$ cat src/rtl/wb_stage.sv
// wb_stage: writeback stage that sits directly after the memory stage.
//
// Purpose:
//   - Registers one instruction's results from the memory stage and drives
//     the register-file write port one cycle after the instruction is accepted.
//   - For loads, picks the addressed bytes out of the aligned doubleword and
//     sign- or zero-extends them.
//   - For "ecall", raises a syscall request and waits for the completion
//     pulse. It then writes the return value to a0 and pulses a one-cycle
//     flush to the upstream stages.
//
// Ports:
//   clk                clock, rising edge
//   reset              asynchronous, active-low reset
//   in_enable          memory stage presents a valid instruction
//   in_alu_result      ALU result; effective address for loads
//   in_mdata           aligned doubleword read for loads
//   in_rd_regno        destination register
//   in_update_rd_bool  instruction writes rd
//   in_mm_load_bool    instruction is a load
//   in_opcode_name     right-justified ASCII opcode name
//   out_ready          stage can accept (combinational from state)
//   out_wr_en          register-file write enable (registered)
//   out_wr_regno       register-file write index (registered)
//   out_wr_data        register-file write data (registered)
//   out_ecall_req      syscall request level (registered)
//   in_ecall_done      syscall complete, one-cycle pulse
//   in_ecall_ret       syscall return value, valid with in_ecall_done
//   out_syscall_flush  one-cycle flush pulse to upstream stages (registered)
//
// States:
//   state      | meaning
//   -----------+--------------------------------------------------------
//   IDLE       | accepting instructions, normal writeback
//   ECALL_WAIT | syscall requested, waiting for in_ecall_done
//   FLUSH      | a0 write and flush pulse are on the outputs; back to IDLE

module wb_stage #(
  parameter int REGISTER_WIDTH         = 64,
  parameter int REGISTERNO_WIDTH       = 5,
  parameter int INSTRUCTION_NAME_WIDTH = 96,
  parameter int ECALL_RET_REGNO        = 10
) (
  input  logic                              clk,
  input  logic                              reset,
  input  logic                              in_enable,
  input  logic [REGISTER_WIDTH-1:0]         in_alu_result,
  input  logic [REGISTER_WIDTH-1:0]         in_mdata,
  input  logic [REGISTERNO_WIDTH-1:0]       in_rd_regno,
  input  logic                              in_update_rd_bool,
  input  logic                              in_mm_load_bool,
  input  logic [INSTRUCTION_NAME_WIDTH-1:0] in_opcode_name,
  output logic                              out_ready,
  output logic                              out_wr_en,
  output logic [REGISTERNO_WIDTH-1:0]       out_wr_regno,
  output logic [REGISTER_WIDTH-1:0]         out_wr_data,
  output logic                              out_ecall_req,
  input  logic                              in_ecall_done,
  input  logic [REGISTER_WIDTH-1:0]         in_ecall_ret,
  output logic                              out_syscall_flush
);

  typedef enum logic [1:0] {
    IDLE       = 2'd0,
    ECALL_WAIT = 2'd1,
    FLUSH      = 2'd2
  } state_t;

  // Opcode names are right-justified ASCII, so the size cast zero-fills the
  // upper characters the same way the decoder upstream does.
  localparam logic [INSTRUCTION_NAME_WIDTH-1:0] OP_ECALL = INSTRUCTION_NAME_WIDTH'("ecall");
  localparam logic [INSTRUCTION_NAME_WIDTH-1:0] OP_LB    = INSTRUCTION_NAME_WIDTH'("lb");
  localparam logic [INSTRUCTION_NAME_WIDTH-1:0] OP_LBU   = INSTRUCTION_NAME_WIDTH'("lbu");
  localparam logic [INSTRUCTION_NAME_WIDTH-1:0] OP_LH    = INSTRUCTION_NAME_WIDTH'("lh");
  localparam logic [INSTRUCTION_NAME_WIDTH-1:0] OP_LHU   = INSTRUCTION_NAME_WIDTH'("lhu");
  localparam logic [INSTRUCTION_NAME_WIDTH-1:0] OP_LW    = INSTRUCTION_NAME_WIDTH'("lw");
  localparam logic [INSTRUCTION_NAME_WIDTH-1:0] OP_LWU   = INSTRUCTION_NAME_WIDTH'("lwu");

  localparam logic [REGISTERNO_WIDTH-1:0] RET_REGNO = REGISTERNO_WIDTH'(ECALL_RET_REGNO);

  state_t                        state;
  logic                          accept;
  logic                          is_ecall;
  logic                          rd_nonzero;
  logic [2:0]                    off;
  logic [REGISTER_WIDTH-1:0]     sh;
  logic [REGISTER_WIDTH-1:0]     load_data;
  logic [REGISTER_WIDTH-1:0]     wb_data;

  assign out_ready  = (state == IDLE);
  assign accept     = in_enable && out_ready;
  assign is_ecall   = (in_opcode_name == OP_ECALL);
  assign rd_nonzero = (in_rd_regno != '0);

  // Byte offset within the doubleword selects the lane. A misaligned half or
  // word is not split across doublewords, so it picks up zeros from the top.
  assign off = in_alu_result[2:0];
  assign sh  = in_mdata >> {off, 3'b000};

  always_comb begin
    load_data = sh;
    if (in_opcode_name == OP_LB) begin
      load_data = {{(REGISTER_WIDTH-8){sh[7]}}, sh[7:0]};
    end else if (in_opcode_name == OP_LBU) begin
      load_data = {{(REGISTER_WIDTH-8){1'b0}}, sh[7:0]};
    end else if (in_opcode_name == OP_LH) begin
      load_data = {{(REGISTER_WIDTH-16){sh[15]}}, sh[15:0]};
    end else if (in_opcode_name == OP_LHU) begin
      load_data = {{(REGISTER_WIDTH-16){1'b0}}, sh[15:0]};
    end else if (in_opcode_name == OP_LW) begin
      load_data = {{(REGISTER_WIDTH-32){sh[31]}}, sh[31:0]};
    end else if (in_opcode_name == OP_LWU) begin
      load_data = {{(REGISTER_WIDTH-32){1'b0}}, sh[31:0]};
    end
    // "ld" and any unrecognised load opcode take the shifted doubleword as is.
  end

  assign wb_data = in_mm_load_bool ? load_data : in_alu_result;

  always_ff @(posedge clk or negedge reset) begin
    if (!reset) begin
      state             <= IDLE;
      out_wr_en         <= 1'b0;
      out_wr_regno      <= '0;
      out_wr_data       <= '0;
      out_ecall_req     <= 1'b0;
      out_syscall_flush <= 1'b0;
    end else begin
      case (state)
        IDLE: begin
          out_syscall_flush <= 1'b0;
          out_wr_en         <= 1'b0;
          if (accept) begin
            if (is_ecall) begin
              // in_ecall_done is not looked at here: the request has to be
              // visible before a completion can count.
              out_ecall_req <= 1'b1;
              state         <= ECALL_WAIT;
            end else begin
              out_wr_en    <= in_update_rd_bool && rd_nonzero;
              out_wr_regno <= in_rd_regno;
              out_wr_data  <= wb_data;
            end
          end
        end
        ECALL_WAIT: begin
          out_wr_en <= 1'b0;
          if (in_ecall_done) begin
            out_ecall_req     <= 1'b0;
            out_wr_en         <= 1'b1;
            out_wr_regno      <= RET_REGNO;
            out_wr_data       <= in_ecall_ret;
            out_syscall_flush <= 1'b1;
            state             <= FLUSH;
          end
        end
        FLUSH: begin
          out_wr_en         <= 1'b0;
          out_syscall_flush <= 1'b0;
          state             <= IDLE;
        end
        default: begin
          out_wr_en         <= 1'b0;
          out_ecall_req     <= 1'b0;
          out_syscall_flush <= 1'b0;
          state             <= IDLE;
        end
      endcase
    end
  end

endmodule

$ cat config.mk
export PLATFORM = sky130hd
export DESIGN_NAME = wb_stage
export DESIGN_NICKNAME = d
export VERILOG_FILES = /design/src/rtl/wb_stage.sv
export SDC_FILE = /design/constraint.sdc
export NUM_CORES = 1
export LEC_CHECK = 0
export ABC_AREA = 1
export CAP_MARGIN = 20
export CORE_AREA = 2 2 145 147
export DETAILED_ROUTE_END_ITERATION = 8
export DIE_AREA = 0 0 147 149
export PLACE_DENSITY = 0.83
export SYNTH_ARGS = -nofsm -noshare
export SYNTH_HDL_FRONTEND = slang
export SYNTH_SLANG_ARGS = --single-unit
$ cat constraint.sdc
create_clock -name clk -period 5.14 [get_ports clk]
set_clock_uncertainty 0.05 [all_clocks]
set_input_delay 0.514 -clock clk [delete_from_list [all_inputs] [get_ports clk]]
set_output_delay 0.514 -clock clk [all_outputs]
set_load 0.05 [all_outputs]
# == Word-level counts from Yosys, hierarchy flattened ==
# Index checks and enable logic that the tools add are counted.
# word_totals
wordCells,58
out_inout_bits,73
reg_bits,74
in_bits,299
# op_classes
mux,29
shift,1
n_eq_ne,13
reduce_logical,8
bitwise,1
# op_table
op,n
two-way mux 64 bit,10
== test 96 x 15 -> 1 bit (second input constant),3
== test 96 x 23 -> 1 bit (second input constant),3
one-hot mux 64 bit (2 select lines),1
== test 96 x 39 -> 1 bit (second input constant),1
>> shifter 64 x 6 -> 64 bit,1
two-way mux 5 bit,3
one-hot mux 5 bit (2 select lines),1
two-way mux 1 bit,8
AND reduction 4 bit,2
two-way mux 2 bit,3
nonzero test 5 bit,1
!= test 2 x 1 -> 1 bit (second input constant),2
!= test 2 bit (second input constant),2
one-hot mux 2 bit (2 select lines),1
one-hot mux 1 bit (3 select lines),1
AND reduction 3 bit,1
== test 2 x 1 -> 1 bit (second input constant),1
== test 2 bit (second input constant),1
logical AND 1 bit,2
zero test 2 bit,1
one-hot mux 1 bit (2 select lines),1
nonzero test 2 bit,1
inverter 1 bit,1

# == Longest topological paths before layout ==
# Gate-level depths: netlist of run 1.
# depth
word_depth,11
ltp_mapped,18
depth_no_buf,17

# == Least setup slack after synthesis of run 1 ==
# No wires, ideal clock.
# synth_timing
path_type,reg-to-reg
startpoint,reg state[1]
endpoint,reg out_wr_data[10]
period_less_slack_ps,2126
stages_incl_launch_ff,9
required_time_ps,5013
n_path_buf,1
setup_ps,77
setup_slack_ps,3014
arrival_ps,1998
path_cell_list,dfrtp_1 -> nor2_1 -> nand2_1 -> o21ai_1 -> nand2_2 -> inv_1 -> clkbuf_1 -> nor2_1 -> a21oi_1
# synth_between
elab_chain_len,4
word_cells_on_any_way,9
cone_classes,eq/ne: 4; mux: 1; reduce/logical: 4
# synth_lines
item,line_no,text
"start, declared",81,state_t state;
"start signal, assigned",122,state <= IDLE;
"start signal, assigned",138,state <= ECALL_WAIT;
"start signal, assigned",154,state <= FLUSH;
zero test 2 bit *,90,assign out_ready = (state == IDLE);
named net out_ready,53,"output logic out_ready,"
logical AND 1 bit,91,assign accept = in_enable && out_ready;
!= test 2 x 1 -> 1 bit (no source line),n/a,
AND reduction 4 bit (no source line),n/a,
"end signal, assigned",142,out_wr_data <= wb_data;
"end signal, assigned",152,out_wr_data <= in_ecall_ret;
"end, declared",56,"output logic [REGISTER_WIDTH-1:0] out_wr_data,"
# Mark *: on every way through the listed nets, which the timed path passes. The rest lies on a longest branch.
# A chain may end at the register's enable or synchronous reset.

# == Worst setup path after layout of run 1 ==
# layout_timing
startpoint,in in_alu_result[0]
endpoint,reg out_wr_data[49]
# layout_between
elab_chain_len,11
# layout_lines
item,line_no,text
"start, declared",47,"input logic [REGISTER_WIDTH-1:0] in_alu_result,"
>> shifter 64 x 6 -> 64 bit *,98,"assign sh = in_mdata >> {off, 3'b000};"
two-way mux 64 bit,112,end else if (in_opcode_name == OP_LWU) begin
two-way mux 64 bit,110,end else if (in_opcode_name == OP_LW) begin
two-way mux 64 bit,108,end else if (in_opcode_name == OP_LHU) begin
two-way mux 64 bit,106,end else if (in_opcode_name == OP_LH) begin
two-way mux 64 bit,104,end else if (in_opcode_name == OP_LBU) begin
two-way mux 64 bit *,102,if (in_opcode_name == OP_LB) begin
two-way mux 64 bit *,118,assign wb_data = in_mm_load_bool ? load_data : in_alu_result;
two-way mux 64 bit *,134,if (is_ecall) begin
two-way mux 64 bit *,133,if (accept) begin
one-hot mux 64 bit (2 select lines) *,129,case (state)
# Mark *: on every way between the ends. The rest lies on a longest branch, timed or not. The select of a mux whose other input is x is not followed.

==> run metrics, run 1 <==
status=finished, final reports clean; Post-route DRC=0; RSZ-0062 raised after global routing=false; top cells by count, synth=nand2_1 (604), nor2_1 (225), o21ai_0 (83), dfrtp_1 (74), a21oi_1 (52); Clock Latency Late Sink=0.34 ns; ranking of synthesized cells by area=nand2_1 (29%), dfrtp_1 (24%), nor2_1 (11%), o21ai_0 (5.4%), or2_2 (3.5%); Crit path largest cell delay=0.53 ns; CP cell instances=buf_2 -> inv_1 -> buf_4 -> nand2_1 -> o21ai_0 -> o21ai_1 -> nand2_4 -> nand2_2 -> nor2_4 -> nand2_1 -> nand2_1 -> nand2_1 -> nand2_1 -> nand2_1 -> nand2_1; Setup violations, final=0; count leader, synth=nand2_1; gpl congestion=0.980; Vias/cell=5.12; die area=0.0219 mm²; vias in the first global route=9234; Mapped Area=0.00771 mm²; CP arrival=3.57 ns; Post-Layout Cell Count=1966; Post-synth top flop=dfrtp_1; root buffer cell=clkbuf_16; leakage=0.00564 µW; area fraction of the dominant cell type after synthesis=29.4%; Layout area overhead=51.2%; die height=149 µm; share of cells above drive strength 1=6.51%; Setup TNS Final=0 ns; yosys warns=0; Worst Path Max Fanout=67; FILL cells=2049; Buffers on Ports=371; postcts setup bufs=0; clk slew on worst S/H paths=0.06 ns; Max VDD drop=0.135 mV; maximum clock rate=299 MHz; antenna viol nets, final=0; post-CTS resize count=0; Synth Area per Inst=5.57 µm²; Slew headroom=33.5%; DP Cell Count=1949; vias=10060; Final min period=3.34 ns; Most Frequent Cell on Critical Path=nand2_1; Post-synth EDFFs=0; H-tree levels=3; CTS tree=yes; Synth area leader=nand2_1; initial antenna violation count=1; Yosys cell types=43; DP HPWL=25.0 mm; pwr dens=207 mW/mm²; cell row count=53; Final Hold Viols=0; max-cap viol count=0; first-pass GRT wire length=49.8 mm; First-pass DRT Iterations=6; FF+latch count, synth=74; Setup crit start kind=primary input; gr ovfl total=0; core area=0.0206 mm²; Sink Count=74; Initial Util=37.5%; slowest library cell on the worst path=nor2_4; worst path required time=5.37 ns; DIE WIDTH=147 µm; total global-route track usage=28.4%; crit path kind=primary input to flop; FF-to-FF Start=state[0]$_DFFE_PN0P_; CTS max path bufs=2; Pwr Total=2410 µW; HP Class=primary input to async pin; Slew Viols, Final=0; CP startpoint=in_alu_result[0]; CP endpoint kind=flop; worst-margin pin slew=0.997 ns; Post-Route WL=31.8 mm; Post-synth ARST share=100%; drt wl/cell=16.2 µm; part of the cycle the worst path needs=65.0%; NumNets Final=1984; register area share after synthesis=24.0%; Ports=372; Mapped Nets=1683; Num CTS Buffers=9; DR iter-0 viols=805; largest net degree at the start of global routing=88; Post-Syn Instances=1384; CTS Hold Bufs=0
-- path summary, 6_finish.rpt --
check | endpoint | slack (ns) | cells past startpoint
max | out_wr_data[49]$_DFFE_PN0P_ | 1.80 | 15
min | out_wr_data[48]$_DFFE_PN0P_ | 0.28 | 1
min reg2reg | out_wr_data[43]$_DFFE_PN0P_ | 0.43 | 2
max reg2reg | out_wr_data[41]$_DFFE_PN0P_ | 2.01 | 11
min in group clk | out_wr_data[43]$_DFFE_PN0P_ | 0.43 | 2
max in group asynchronous | out_wr_data[19]$_DFFE_PN0P_ | 4.10 | 1
-- kinds of logic after synthesis --
family                 share of synthesized area, %
AND/OR/NAND/NOR                                51.6
buffers and inverters                          8.68
multiplexers                                  0.568
flip-flops                                     24.0
AO/OA/AOI/OAI                                  15.1
-- metrics by stage --
step / hold slack [ns] / utilization [%] / cell area (µm²) / setup slack, ns
after floorplan: 0.168 / - / 7710 / 3.01
after global placement: 0.412 / 55.1 / 11300 / 1.55
after detailed placement: 0.415 / 55.1 / 11300 / 1.52
after CTS: 0.318 / 56.7 / 11700 / 1.88
after global routing: 0.368 / 56.7 / 11700 / 1.39
final: 0.278 / 56.7 / 11700 / 1.80
-- power breakdown --
group / internal [µW] / leakage (µW) / switching, µW
combinational: 440 / 0.00458 / 599
sequential: 647 / 0.000899 / 35.9
clock: 427 / 0.000153 / 260
total: 1510 / 0.00564 / 895
-- worst max-delay path, delay by kind of cell --
family                 cells  cell delay (ns)
AND/OR/NAND/NOR           10             1.42
buffers and inverters      3             1.16
AO/OA/AOI/OAI              2             0.43
-- routing by layer --
metal,part of all wire (%),vias to the layer above,global-route usage (%)
li1,-,4990,-
met1,46,4573,40.4
met2,44,440,44.6
met3,7.0,57,3.82
met5,0,-,0
met4,3.0,0,9.23
-- flip-flops by register name, indices dropped and copies added (netlist names) --
name / cells
out_ecall_req: 1
out_syscall_flush: 1
out_wr_data: 64
out_wr_en: 1
out_wr_regno: 5
state: 2
-- layout make-up --
cell class	instances	area, µm²	area share, %
multi-input cells	1175	5190	44.6
repair buffers	382	3780	32.4
flip-flops and latches	74	1850	15.9
well taps	275	344	2.95
clock buffers	10	229	1.96
inverters	43	163	1.40
clock inverters	6	90.1	0.773
diodes	1	2.50	0.0215
-- cell usage in the layout (no fill, tap or decap), types with 3 or more instances in the layout --
cell | synthesis | layout
a21oi_1 | 52 | 52
nor2_2 | 7 | 7
dfrtp_1 | 74 | 74
o211ai_1 | 13 | 13
inv_2 | 8 | 8
inv_1 | 35 | 34
nor3_1 | 16 | 16
nand2_4 | 3 | 4
nand3_1 | 31 | 31
o2bb2ai_1 | 4 | 4
o21ai_1 | 25 | 25
nor2_4 | 6 | 6
nand4_1 | 13 | 13
o21ai_0 | 83 | 83
buf_4 | 11 | 11
o22ai_1 | 6 | 6
and2_1 | 3 | 3
a22oi_1 | 3 | 3
nor2_1 | 225 | 225
buf_2 | 37 | 4
clkdlybuf4s50_1 | 0 | 366
o31ai_1 | 7 | 7
mux2i_1 | 3 | 3
clkbuf_16 | 0 | 9
nand2_1 | 604 | 604
a211oi_1 | 5 | 5
or2_2 | 43 | 43
Note: power is estimated with default switching activity, not from simulation.
==> inputs of run 2 (changes only) <==
--- a/config.mk
+++ b/config.mk
@@ -7,10 +7,10 @@
 export LEC_CHECK = 0
 export ABC_AREA = 1
 export CAP_MARGIN = 20
-export CORE_AREA = 2 2 145 147
+export CORE_AREA = 2 2 143 145
 export DETAILED_ROUTE_END_ITERATION = 8
-export DIE_AREA = 0 0 147 149
-export PLACE_DENSITY = 0.83
+export DIE_AREA = 0 0 145 147
+export PLACE_DENSITY = 0.84
 export SYNTH_ARGS = -nofsm -noshare
 export SYNTH_HDL_FRONTEND = slang
 export SYNTH_SLANG_ARGS = --single-unit
==> constraint.sdc (replaced) <==
create_clock -name clk -period 3.4 [get_ports clk]
set_clock_uncertainty 0.05 [all_clocks]
set_input_delay 0.34 -clock clk [delete_from_list [all_inputs] [get_ports clk]]
set_output_delay 0.34 -clock clk [all_outputs]
set_load 0.05 [all_outputs]
==> run metrics, run 2 (same netlist as run 1, synthesis figures left out) <==
CP endpoint=out_wr_data[55]$_DFFE_PN0P_; Worst R2R Path Depth=10; vias in the first global route=9438; Num CTS Buffers=9; Post-route DRC=0; CP endpoint kind=flop; Setup crit start kind=primary input; die area=0.0213 mm²; RR Endpoint=out_wr_data[45]$_DFFE_PN0P_; first-pass GRT wire length=50.3 mm; DP HPWL=25.4 mm; clk slew on worst S/H paths=0.06 ns; initial antenna violation count=0; root buffer cell=clkbuf_16; total global-route track usage=29.3%; H-tree levels=3; max FFs per register=64; Setup TNS Final=0 ns; leakage=0.00569 µW; FILL cells=1897; Post-Route WL=32.3 mm; CP arrival=3.02 ns; WHS=0.418 ns; largest net degree at the start of global routing=85; CP startpoint=in_opcode_name[62]; cell row count=52; Buffers on Ports=371; DR top layer=met4; Final min period=2.83 ns; CTS tree=yes; Worst Path Max Fanout=38; pwr dens=315 mW/mm²; CTS Hold Bufs=0; commonest non-fill, non-tap cell in the layout=nand2_1; maximum clock rate=353 MHz; part of the cycle the worst path needs=83.4%; status=finished, final reports clean; DR iter-0 viols=786; HP Class=primary input to async pin; gpl congestion=0.957; wire length on met3=2.10 mm; Sink Count=74; First-pass DRT Iterations=7; postcts setup bufs=0; Vias/cell=5.13; Post-Layout Cell Count=1967; Max VDD drop=0.197 mV; DIE WIDTH=145 µm; worst path required time=3.58 ns; Initial Util=38.8%; Setup violations, final=0; number of diodes=0; Slew headroom=39.1%; CTS max path bufs=2; Final Hold Viols=0; vias=10081; crit path kind=primary input to flop; max-cap viol count=0; Reg with most FFs=out_wr_data; Slew Viols, Final=0; area occupied by multi-input gates=0.00519 mm²; Storage cell area=0.00185 mm²; gr ovfl total=0; die height=147 µm; biggest regs=out_wr_data: 64 flops, out_wr_regno: 5 flops, state: 2 flops; FF-to-FF setup slack=0.95 ns; Ports=372; DP Cell Count=1949; Layout area overhead=52.3%; antenna viol nets, final=0; core area=0.0198 mm²; Clock Latency Late Sink=0.33 ns; routed length on met2=14.9 mm; wire length on met1=14.7 mm; NumNets Final=1991; share of cells above drive strength 1=6.89%; drt wl/cell=16.4 µm; most frequent cells in the layout=nand2_1 (604), clkdlybuf4s50_1 (366), nor2_1 (225); Final Util=59.2%; RSZ-0062 raised after global routing=false; worst-margin pin slew=0.912 ns; post-CTS resize count=0; FF-to-FF Start=state[0]$_DFFE_PN0P_
==> run 2: power breakdown <==
part / switching, µW / internal [µW]
Clock: 397 / 687
Sequential: 58.3 / 978
Combinational: 911 / 674
==> run 2: worst min-delay path by stage <==
stage,end,slack (ns),from
global placement,out_wr_data[28]$_DFFE_PN0P_,0.41,out_wr_data[28]$_DFFE_PN0P_
detailed placement,out_wr_data[62]$_DFFE_PN0P_,0.41,out_wr_data[62]$_DFFE_PN0P_
global route,out_wr_data[51]$_DFFE_PN0P_,0.44,reset
floorplan,out_ecall_req$_DFFE_PN0P_,-0.006,reset
finish,out_wr_data[51]$_DFFE_PN0P_,0.42,reset
CTS,out_wr_data[51]$_DFFE_PN0P_,0.14,reset
==> run 2: metrics by stage <==
stage / cell area, µm² / power [µW] / setup slack (ns)
finish: 11700 / 3700 / 0.565
CTS: 11700 / 3710 / 0.638
global placement: 11400 / 2600 / 0.321
floorplan: 7710 / 1870 / 1.27
global route: 11700 / 3870 / 0.397
detailed placement: 11400 / 2610 / 0.283
==> run 2: routing by layer <==
layer	track usage, %	vias up
li1	-	4999
met1	41.2	4592
met2	47.9	451
met3	3.76	39
met4	7.38	0
met5	0	-
==> run 2: final cells by class <==
cell class | count | share of cell area [%]
timing repair buffer | 389 | 32.9
tap | 270 | 2.88
clock buffer | 11 | 2.15
multi-input combinational | 1175 | 44.2
sequential | 74 | 15.8
inverter | 43 | 1.39
clock inverter | 5 | 0.724
==> run 2: worst max-delay path: stages <==
cell and delay [ns]:
clkdlybuf4s50_1 0.54, nor2_1 0.06, nand2_1 0.07, nor2_1 0.05, nand2_1 0.16, nor2_4 0.09, nand2_4 0.16, nor2_8 0.08
a21oi_4 0.73, buf_4 0.33, nand2_1 0.10, nand2_1 0.08, nand2_1 0.06, nand2_1 0.09, nand2_1 0.05
